## src/rtl/ex_muldiv_unit_if.sv

```systemverilog
// EX-stage mul/div handshake bundle: instruction request in, stall/status and HI/LO out.
// Pure wiring; the master modport is the pipeline side, the slave modport is the unit.
interface ex_muldiv_unit_if #(
   parameter int DATA_W = 32
);
   logic              flush;
   logic              start;
   logic [2:0]        op;
   logic [DATA_W-1:0] src_a;
   logic [DATA_W-1:0] src_b;
   logic              stall_req;
   logic              busy;
   logic              done;
   logic [DATA_W-1:0] hi;
   logic [DATA_W-1:0] lo;

   modport master (
      output flush, start, op, src_a, src_b,
      input  stall_req, busy, done, hi, lo
   );

   modport slave (
      input  flush, start, op, src_a, src_b,
      output stall_req, busy, done, hi, lo
   );
endinterface

```

## src/rtl/ex_muldiv_unit.sv

```systemverilog
// Iterative MULT/MULTU/DIV/DIVU with HI/LO; N = DATA_W/BITS_PER_CYC iterations, done in cycle N+1.
// Stalls the pipeline combinationally from the start cycle until the result is written; flush aborts.
module ex_muldiv_unit #(
   parameter int DATA_W       = 32,
   parameter int BITS_PER_CYC = 1
) (
   input  logic               clk,
   input  logic               rst,
   ex_muldiv_unit_if.slave    bus
);
   localparam int N  = DATA_W / BITS_PER_CYC;
   localparam int CW = $clog2(N) + 1;

   localparam logic [2:0] OP_MULT  = 3'b001;
   localparam logic [2:0] OP_MULTU = 3'b010;
   localparam logic [2:0] OP_DIV   = 3'b011;
   localparam logic [2:0] OP_DIVU  = 3'b100;
   localparam logic [2:0] OP_MTHI  = 3'b101;
   localparam logic [2:0] OP_MTLO  = 3'b110;

   typedef enum logic [1:0] {S_IDLE, S_MUL, S_DIV, S_DONE} state_t;

   state_t              state, state_nxt;
   logic [2*DATA_W-1:0] acc;
   logic [DATA_W-1:0]   opd;
   logic [CW-1:0]       cnt;
   logic                neg_lo, neg_hi, div_zero;

   logic                is_mul, is_div, signed_op, sa, sb, last;
   logic [DATA_W-1:0]   a_mag, b_mag;
   logic [2*DATA_W:0]   mt;
   logic [2*DATA_W-1:0] dv;
   logic [DATA_W:0]     trial;
   logic [2*DATA_W-1:0] prod_fin;
   logic [DATA_W-1:0]   quo_fin, rem_fin;

   assign is_mul    = (bus.op == OP_MULT) || (bus.op == OP_MULTU);
   assign is_div    = (bus.op == OP_DIV)  || (bus.op == OP_DIVU);
   assign signed_op = (bus.op == OP_MULT) || (bus.op == OP_DIV);
   assign sa        = signed_op & bus.src_a[DATA_W-1];
   assign sb        = signed_op & bus.src_b[DATA_W-1];
   assign a_mag     = sa ? -bus.src_a : bus.src_a;
   assign b_mag     = sb ? -bus.src_b : bus.src_b;
   assign last      = (cnt == CW'(N - 1));

   // One iteration's worth of shift-add and restoring-divide steps, unrolled.
   // mul: acc = {partial product, remaining multiplier}; div: acc = {remainder, remaining dividend/quotient}.
   always_comb begin
      mt    = {1'b0, acc};
      dv    = acc;
      trial = '0;
      for (int j = 0; j < BITS_PER_CYC; j++) begin
         if (mt[0])
            mt[2*DATA_W:DATA_W] = {1'b0, mt[2*DATA_W-1:DATA_W]} + {1'b0, opd};
         mt = mt >> 1;

         trial = dv[2*DATA_W-1:DATA_W-1] - {1'b0, opd};
         dv    = dv << 1;
         if (!trial[DATA_W])
            dv = {trial[DATA_W-1:0], dv[DATA_W-1:1], 1'b1};
      end
   end

   // A zero divisor yields all-ones quotient; the remainder sign fix restores src_a.
   assign prod_fin = neg_lo ? -mt[2*DATA_W-1:0] : mt[2*DATA_W-1:0];
   assign quo_fin  = div_zero ? '1 : (neg_lo ? -dv[DATA_W-1:0] : dv[DATA_W-1:0]);
   assign rem_fin  = neg_hi ? -dv[2*DATA_W-1:DATA_W] : dv[2*DATA_W-1:DATA_W];

   always_ff @(posedge clk) begin
      if (rst)
         state <= S_IDLE;
      else
         state <= state_nxt;
   end

   always_comb begin
      state_nxt = state;
      if (bus.flush) begin
         state_nxt = S_IDLE;
      end else begin
         case (state)
            S_IDLE: begin
               if (bus.start && is_mul)
                  state_nxt = S_MUL;
               else if (bus.start && is_div)
                  state_nxt = S_DIV;
            end
            S_MUL:   if (last) state_nxt = S_DONE;
            S_DIV:   if (last) state_nxt = S_DONE;
            default: state_nxt = S_IDLE;
         endcase
      end
   end

   always_comb begin
      bus.busy      = (state != S_IDLE);
      bus.done      = (state == S_DONE);
      bus.stall_req = ((state == S_IDLE) && bus.start && (is_mul || is_div)) ||
                      (state == S_MUL) || (state == S_DIV);
   end

   always_ff @(posedge clk) begin
      if (rst) begin
         bus.hi   <= '0;
         bus.lo   <= '0;
         acc      <= '0;
         opd      <= '0;
         cnt      <= '0;
         neg_lo   <= 1'b0;
         neg_hi   <= 1'b0;
         div_zero <= 1'b0;
      end else if (!bus.flush) begin
         case (state)
            S_IDLE: begin
               if (bus.start && is_mul) begin
                  acc    <= {{DATA_W{1'b0}}, b_mag};
                  opd    <= a_mag;
                  cnt    <= '0;
                  neg_lo <= sa ^ sb;
                  neg_hi <= 1'b0;
               end else if (bus.start && is_div) begin
                  acc      <= {{DATA_W{1'b0}}, a_mag};
                  opd      <= b_mag;
                  cnt      <= '0;
                  neg_lo   <= sa ^ sb;
                  neg_hi   <= sa;
                  div_zero <= (bus.src_b == '0);
               end else if (bus.start && bus.op == OP_MTHI) begin
                  bus.hi <= bus.src_a;
               end else if (bus.start && bus.op == OP_MTLO) begin
                  bus.lo <= bus.src_a;
               end
            end
            S_MUL: begin
               acc <= mt[2*DATA_W-1:0];
               cnt <= cnt + CW'(1);
               if (last)
                  {bus.hi, bus.lo} <= prod_fin;
            end
            S_DIV: begin
               acc <= dv;
               cnt <= cnt + CW'(1);
               if (last) begin
                  bus.hi <= rem_fin;
                  bus.lo <= quo_fin;
               end
            end
            default: ;
         endcase
      end
   end
endmodule
```

## src/flat_wrapper.sv

```systemverilog
// flat-port wrapper written by rule: the top's interface ports become plain ports
module ex_muldiv_unit_flat 
#(
   parameter int DATA_W       = 32,
   parameter int BITS_PER_CYC = 1
)
  (clk, rst, bus_flush, bus_start, bus_op, bus_src_a, bus_src_b, bus_stall_req, bus_busy, bus_done, bus_hi, bus_lo);
  ex_muldiv_unit_if #(.DATA_W(DATA_W)) bus_i ();
  input  logic clk;
  input  logic rst;
  input wire logic [$bits(bus_i.flush)-1:0] bus_flush;
  input wire logic [$bits(bus_i.start)-1:0] bus_start;
  input wire logic [$bits(bus_i.op)-1:0] bus_op;
  input wire logic [$bits(bus_i.src_a)-1:0] bus_src_a;
  input wire logic [$bits(bus_i.src_b)-1:0] bus_src_b;
  output wire logic [$bits(bus_i.stall_req)-1:0] bus_stall_req;
  output wire logic [$bits(bus_i.busy)-1:0] bus_busy;
  output wire logic [$bits(bus_i.done)-1:0] bus_done;
  output wire logic [$bits(bus_i.hi)-1:0] bus_hi;
  output wire logic [$bits(bus_i.lo)-1:0] bus_lo;
  assign bus_i.flush = bus_flush;
  assign bus_i.start = bus_start;
  assign bus_i.op = bus_op;
  assign bus_i.src_a = bus_src_a;
  assign bus_i.src_b = bus_src_b;
  assign bus_stall_req = bus_i.stall_req;
  assign bus_busy = bus_i.busy;
  assign bus_done = bus_i.done;
  assign bus_hi = bus_i.hi;
  assign bus_lo = bus_i.lo;
  ex_muldiv_unit #(.DATA_W(DATA_W), .BITS_PER_CYC(BITS_PER_CYC)) u_core (.clk(clk), .rst(rst), .bus(bus_i));
endmodule
```

## config.mk

```make
export PLATFORM = sky130hd
export DESIGN_NAME = ex_muldiv_unit_flat
export DESIGN_NICKNAME = d
export VERILOG_FILES = /design/src/rtl/ex_muldiv_unit_if.sv /design/src/rtl/ex_muldiv_unit.sv /design/src/flat_wrapper.sv
export SDC_FILE = /design/constraint.sdc
export NUM_CORES = 1
export LEC_CHECK = 0
export ABC_AREA = 1
export BUFFER_PORTS_ARGS = -buffer_cell sky130_fd_sc_hd__clkbuf_2
export CAP_MARGIN = 20
export CORE_MARGIN = 4
export CORE_UTILIZATION = 29
export DETAILED_ROUTE_END_ITERATION = 12
export PLACE_DENSITY = 0.41
export SYNTH_ARGS = -nofsm -noshare
export SYNTH_HDL_FRONTEND = slang
export SYNTH_SLANG_ARGS = --single-unit
```

## constraint.sdc

```tcl
create_clock -name clk -period 10.1 [get_ports clk]
set_input_delay 3.03 -clock clk [delete_from_list [all_inputs] [get_ports clk]]
set_output_delay 3.03 -clock clk [all_outputs]
set_load 0.01 [all_outputs]
```

Word level (Yosys, flattened, before mapping)
Index checks and enable logic that the tools add are counted.
{"block": "op_classes", "add_sub_neg": 8, "n_eq_ne": 19, "n_mux": 37, "bitwise": 5, "n_reduce_logical": 27}
{"op": "2-to-1 mux 32 bit", "n": 18}
{"op": "2-to-1 mux 64 bit", "n": 4}
{"op": "case mux 32 bit (3 select lines)", "n": 2}
{"op": "case mux 64 bit (3 select lines)", "n": 1}
{"op": "negator 32 bit", "n": 4}
{"op": "negator 64 bit", "n": 1}
{"op": "adder 32 x 32 -> 33 bit", "n": 1}
{"op": "2-to-1 mux 33 bit", "n": 1}
{"op": "subtractor 33 x 32 -> 33 bit", "n": 1}
{"op": "logical NOT 32 bit", "n": 1}
{"op": "2-to-1 mux 6 bit", "n": 2}
{"op": "case mux 6 bit (2 select lines)", "n": 1}
{"op": "!= test 2 bit, second input constant", "n": 5}
{"op": "equality test 3 bit, second input constant", "n": 3}
{"op": "AND reduction 3 bit", "n": 3}
{"op": "AND reduction 8 bit", "n": 1}
{"op": "AND reduction 7 bit", "n": 1}
{"op": "adder 6 x 1 -> 6 bit, second input constant", "n": 1}
{"op": "equality test 3 x 2 -> 1 bit, second input constant", "n": 2}
{"op": "equality test 6 x 5 -> 1 bit, second input constant", "n": 1}
{"op": "logical AND 1 bit", "n": 6}
{"op": "logical OR 1 bit", "n": 6}
{"op": "2-to-1 mux 2 bit", "n": 3}
{"op": "!= test 2 x 1 -> 1 bit, second input constant", "n": 3}
{"op": "15 further kinds", "n": 24}
{"block": "totals", "regBits": 171, "input_bits": 71, "output_inout_bits": 67, "elab_cells": 105}

Logic depth before layout (Yosys ltp)
{"block": "depth", "word_depth": 7, "ltp_mapped": 31, "mapped_depth_nobuf": 29}

Least setup slack after synthesis
No wires, ideal clock.
{"block": "synth_path", "kind": "in2out", "startpoint": "input bus_op[0]", "endpoint": "output bus_stall_req", "arrival_time_ps": 3756, "t_required_ps": 7070, "setup_slack_ps": 3314, "cell_stages": 10, "n_path_buf": 0, "path_cell_list": "inv_1 -> nor2_1 -> inv_1 -> a21oi_1 -> o211ai_1 -> nor2_1 -> inv_1 -> nand2_1 -> inv_1 -> nand3_1"}
{"block": "synth_between", "elab_chain_cells": 6, "word_cells_on_any_way": 10, "classes_between": "4 x eq/ne; 6 x reduce/logical"}
{"element": "from (decl)", "line": "flat_wrapper.sv:13", "rtl": "input wire logic [$bits(bus_i.op)-1:0] bus_op;"}
{"element": "equality test 3 x 1 -> 1 bit (tied with other cells)", "line": "ex_muldiv_unit.sv:37", "rtl": "assign is_mul = (bus.op == OP_MULT) || (bus.op == OP_MULTU);"}
{"element": "logical OR 1 bit (on tied branches)", "line": "ex_muldiv_unit.sv:37, ex_muldiv_unit.sv:38"}
{"element": "logical OR 1 bit *", "line": "ex_muldiv_unit.sv:98", "rtl": "bus.stall_req = ((state == S_IDLE) && bus.start && (is_mul || is_div)) ||"}
{"element": "logical AND 1 bit *", "line": "ex_muldiv_unit.sv:98"}
{"element": "logical OR 1 bit *", "line": "ex_muldiv_unit.sv:98"}
{"element": "logical OR 1 bit *", "line": "ex_muldiv_unit.sv:99", "rtl": "(state == S_MUL) || (state == S_DIV);"}
{"element": "to (decl)", "line": "flat_wrapper.sv:16", "rtl": "output wire logic [$bits(bus_i.stall_req)-1:0] bus_stall_req;"}
Every way passes the cells marked *; elsewhere a longest branch is shown, timed or not.

Final worst setup path
{"block": "layout_path", "startpoint": "input bus_op[2]", "endpoint": "output bus_stall_req"}
Same word-level chain as after synthesis.

==> run metrics <==
initial standard-cell utilization of the core 0.293; Max Fanout on Critical Path 5; max-slew violation count 0; count of yosys warnings during synthesis 0; buffer depth of the longest clock path 2; Clk pin slew, worst setup/hold paths 0.08 ns; floorplan die area 70600 um^2; FF-to-FF path depth 25; Vias 22.8k; count of flip-flops with a built-in enable after synthesis 0; via-per-instance ratio 5.15; pin count of the biggest net entering global routing 88; cell taking the most area after synthesis nand2_1; post-layout net count 3695; startpoint class of the critical path input port; Slew Limit Headroom 0.364; placer congestion estimate 0.971; vias in the first global route 21.8k; total wire length 95.9 mm; total core area 65900 um^2; ratio of final minimum period to clock period 0.717; leading cell types in the layout, fill and taps excluded 1080 x nand2_1, 441 x inv_1, 381 x nor2_1; share of final-layout standard cells stronger than drive strength 1 0.0803; actual slew at the worst max-slew pin 0.953 ns; GR Util All Layers 0.264; Die Span X 266 um; setup violators final 0; worst vdd ir 0.104 mV; drc violations 0; number of antenna violations at the first check in global routing 1; total congestion overflow after global routing 0; kind of end point of the critical path output port; Inserted Clock Buffers 17; capturing point of the worst reg2reg path u_core.bus.hi[24]; fin util 0.323; insertion delay of the later-clocked pin in the worst-skew pair 0.51 ns; Hold Startpoint u_core.opd[3]; startpoint-to-endpoint class of the critical path in -> out; setup skew after layout 0.0206 ns; first-pass GRT wire length 140 mm; Hold Crit Endpoint u_core.opd[3]; area share of the largest cell type after synthesis 0.211; number of failing hold endpoints at the final stage 0; mean instance size in the synthesized netlist 5.49 um^2; worst reg2reg path startpoint u_core.acc[31]; commonest register cell after synthesis dfxtp_1; Max Clock Freq 138 MHz; count of instances resized after the clock tree is built 0; clock period minus worst slack 7.24 ns; CTS tree built; iteration-0 DRC count of the detailed router 1942; main area contributors after synthesis nand2_1 21%, dfxtp_1 18%, inv_1 8.6%, nor2_1 7.5%, o21ai_0 6.9%; HPWL after DPL 77.5 mm; post-CTS setup buffers 0; share of the yosys chip area belonging to registers 0.178; most frequent standard cell in the layout excluding fill and tap cells nand2_1; Power per Cell Area 134 nW/um^2; I/O Pins 138; cell count of the worst hold path 2; Leakage 10.3 nW; hold buffer count at CTS 0; endpoint required time on the critical path 7.07 ns; RSZ-0062 raised after global routing false; First-pass DRT Iterations 6; vertical die dimension 266 um; count of buffers inserted at the top-level ports 137; sum of negative setup slack 0 ns; cell count after synthesis 3511; Root Buffer clkbuf_16; worst min path class reg -> reg; number of maximum-capacitance violations 0; H-tree depth 4; flop2flop setup slack 5.29 ns; syn nets 3658; Row Count 94; TritonCTS Sinks 171; run status finished clean; average wire per cell in the routed design 21.7 um; number of storage elements in the synthesis netlist 171; Distinct cells, synth 58; remaining antenna violation count 0; Synth async-reset ratio 0; Crit path arrival time 4.21 ns; post-synthesis to final-layout area growth 10.5%; post-synth design cell area 19300 um^2
==> where the power goes <==
| group | leakage (nW) | switching [mW] | internal (mW) |
|---|---|---|---|
| Sequential | 1.39 | 0.0617 | 0.723 |
| Clock | 0.284 | 0.375 | 0.334 |
| Combinational | 8.64 | 0.990 | 0.379 |
| Total | 10.3 | 1.43 | 1.44 |
==> cells by family after synthesis <==
group / count (synthesis) / synth area share
flops: 171 / 0.178
compound gates: 707 / 0.207
fa+ha+maj: 76 / 0.0501
xor+xnor: 100 / 0.0454
simple gates: 1857 / 0.399
buf+inv: 600 / 0.120
==> stage by stage <==
stage          hold slack, ns  std cells  worst slack (ns)  power (mW)  cell area (um^2)
2_1_floorplan           0.454       3511              3.31        1.69             19300
3_3_place_gp            0.481       4392              2.84        2.16             20700
3_5_place_dp            0.484       4392              2.87        2.15             20700
4_1_cts                 0.495       4424              2.87        2.86             21300
5_1_grt                 0.537       4425              2.70        3.05             21300
6_report                0.492       4426              2.86        2.86             21300
==> layer usage <==
metal / part of all wire / track usage
met1: 0.43 / 0.329
met2: 0.48 / 0.456
met3: 0.036 / 0.0261
met4: 0.056 / 0.132
met5: 0 / 0
==> cell usage after synthesis (3+ instances only) <==
| cell type | number |
|---|---|
| ha_1 | 74 |
| o22ai_1 | 29 |
| o21bai_1 | 13 |
| or2_2 | 9 |
| a21oi_1 | 217 |
| o21ai_1 | 16 |
| xnor2_1 | 21 |
| o31ai_1 | 7 |
| inv_2 | 6 |
| nor4_1 | 7 |
| a211oi_1 | 4 |
| clkbuf_1 | 108 |
| clkinv_1 | 3 |
| nor3_1 | 46 |
| nor2_1 | 387 |
| a21oi_2 | 4 |
| a21boi_0 | 3 |
| nand4_1 | 33 |
| nand3b_1 | 13 |
| nand2_1 | 1081 |
| inv_1 | 444 |
| nand2_4 | 6 |
| dfxtp_1 | 171 |
| buf_1 | 23 |
| buf_6 | 5 |
| a31oi_1 | 61 |
| a32o_1 | 3 |
| o211ai_1 | 62 |
| nand3_1 | 223 |
| xor2_1 | 79 |
| o2111ai_1 | 4 |
| nand2_2 | 26 |
| buf_2 | 8 |
| and2_1 | 3 |
| o21ai_0 | 267 |
| nor2_2 | 14 |
==> flip-flops by register name (all words and copies together), names as in the netlist <==
signal and cells:
u_core.acc 64, u_core.bus.hi 32, u_core.bus.lo 32, u_core.cnt 6, u_core.div_zero 1, u_core.neg_hi 1, u_core.neg_lo 1, u_core.opd 32
u_core.state 2
==> cell type report <==
cell class | count | area, um^2
fill | 7824 | 44600
multi-input combinational | 2740 | 13600
sequential | 171 | 3420
inverter | 453 | 1700
tap | 864 | 1080
timing repair buffer | 165 | 916
clock buffer | 17 | 425
clock inverter | 15 | 178
antenna | 1 | 2.50
==> worst max path at each step <==
| stage | startpoint | slack, ns | cells past startpoint | end |
|---|---|---|---|---|
| after floorplan | bus_op[0] | 3.31 | 10 | bus_stall_req |
| after global placement | bus_op[2] | 2.84 | 11 | bus_stall_req |
| after detailed placement | bus_op[2] | 2.87 | 11 | bus_stall_req |
| after CTS | bus_op[2] | 2.87 | 11 | bus_stall_req |
| after global routing | bus_op[2] | 2.70 | 11 | bus_stall_req |
| final | bus_op[2] | 2.86 | 11 | bus_stall_req |
==> critical path, stage by stage <==
cell	delay, ns
clkbuf_2	0.13
nor2_1	0.11
inv_1	0.12
a21oi_1	0.15
o211ai_1	0.17
nor2_1	0.12
inv_1	0.04
nand2_1	0.05
inv_1	0.06
nand3_1	0.07
clkbuf_2	0.14
(Power assumes the default switching activity.)
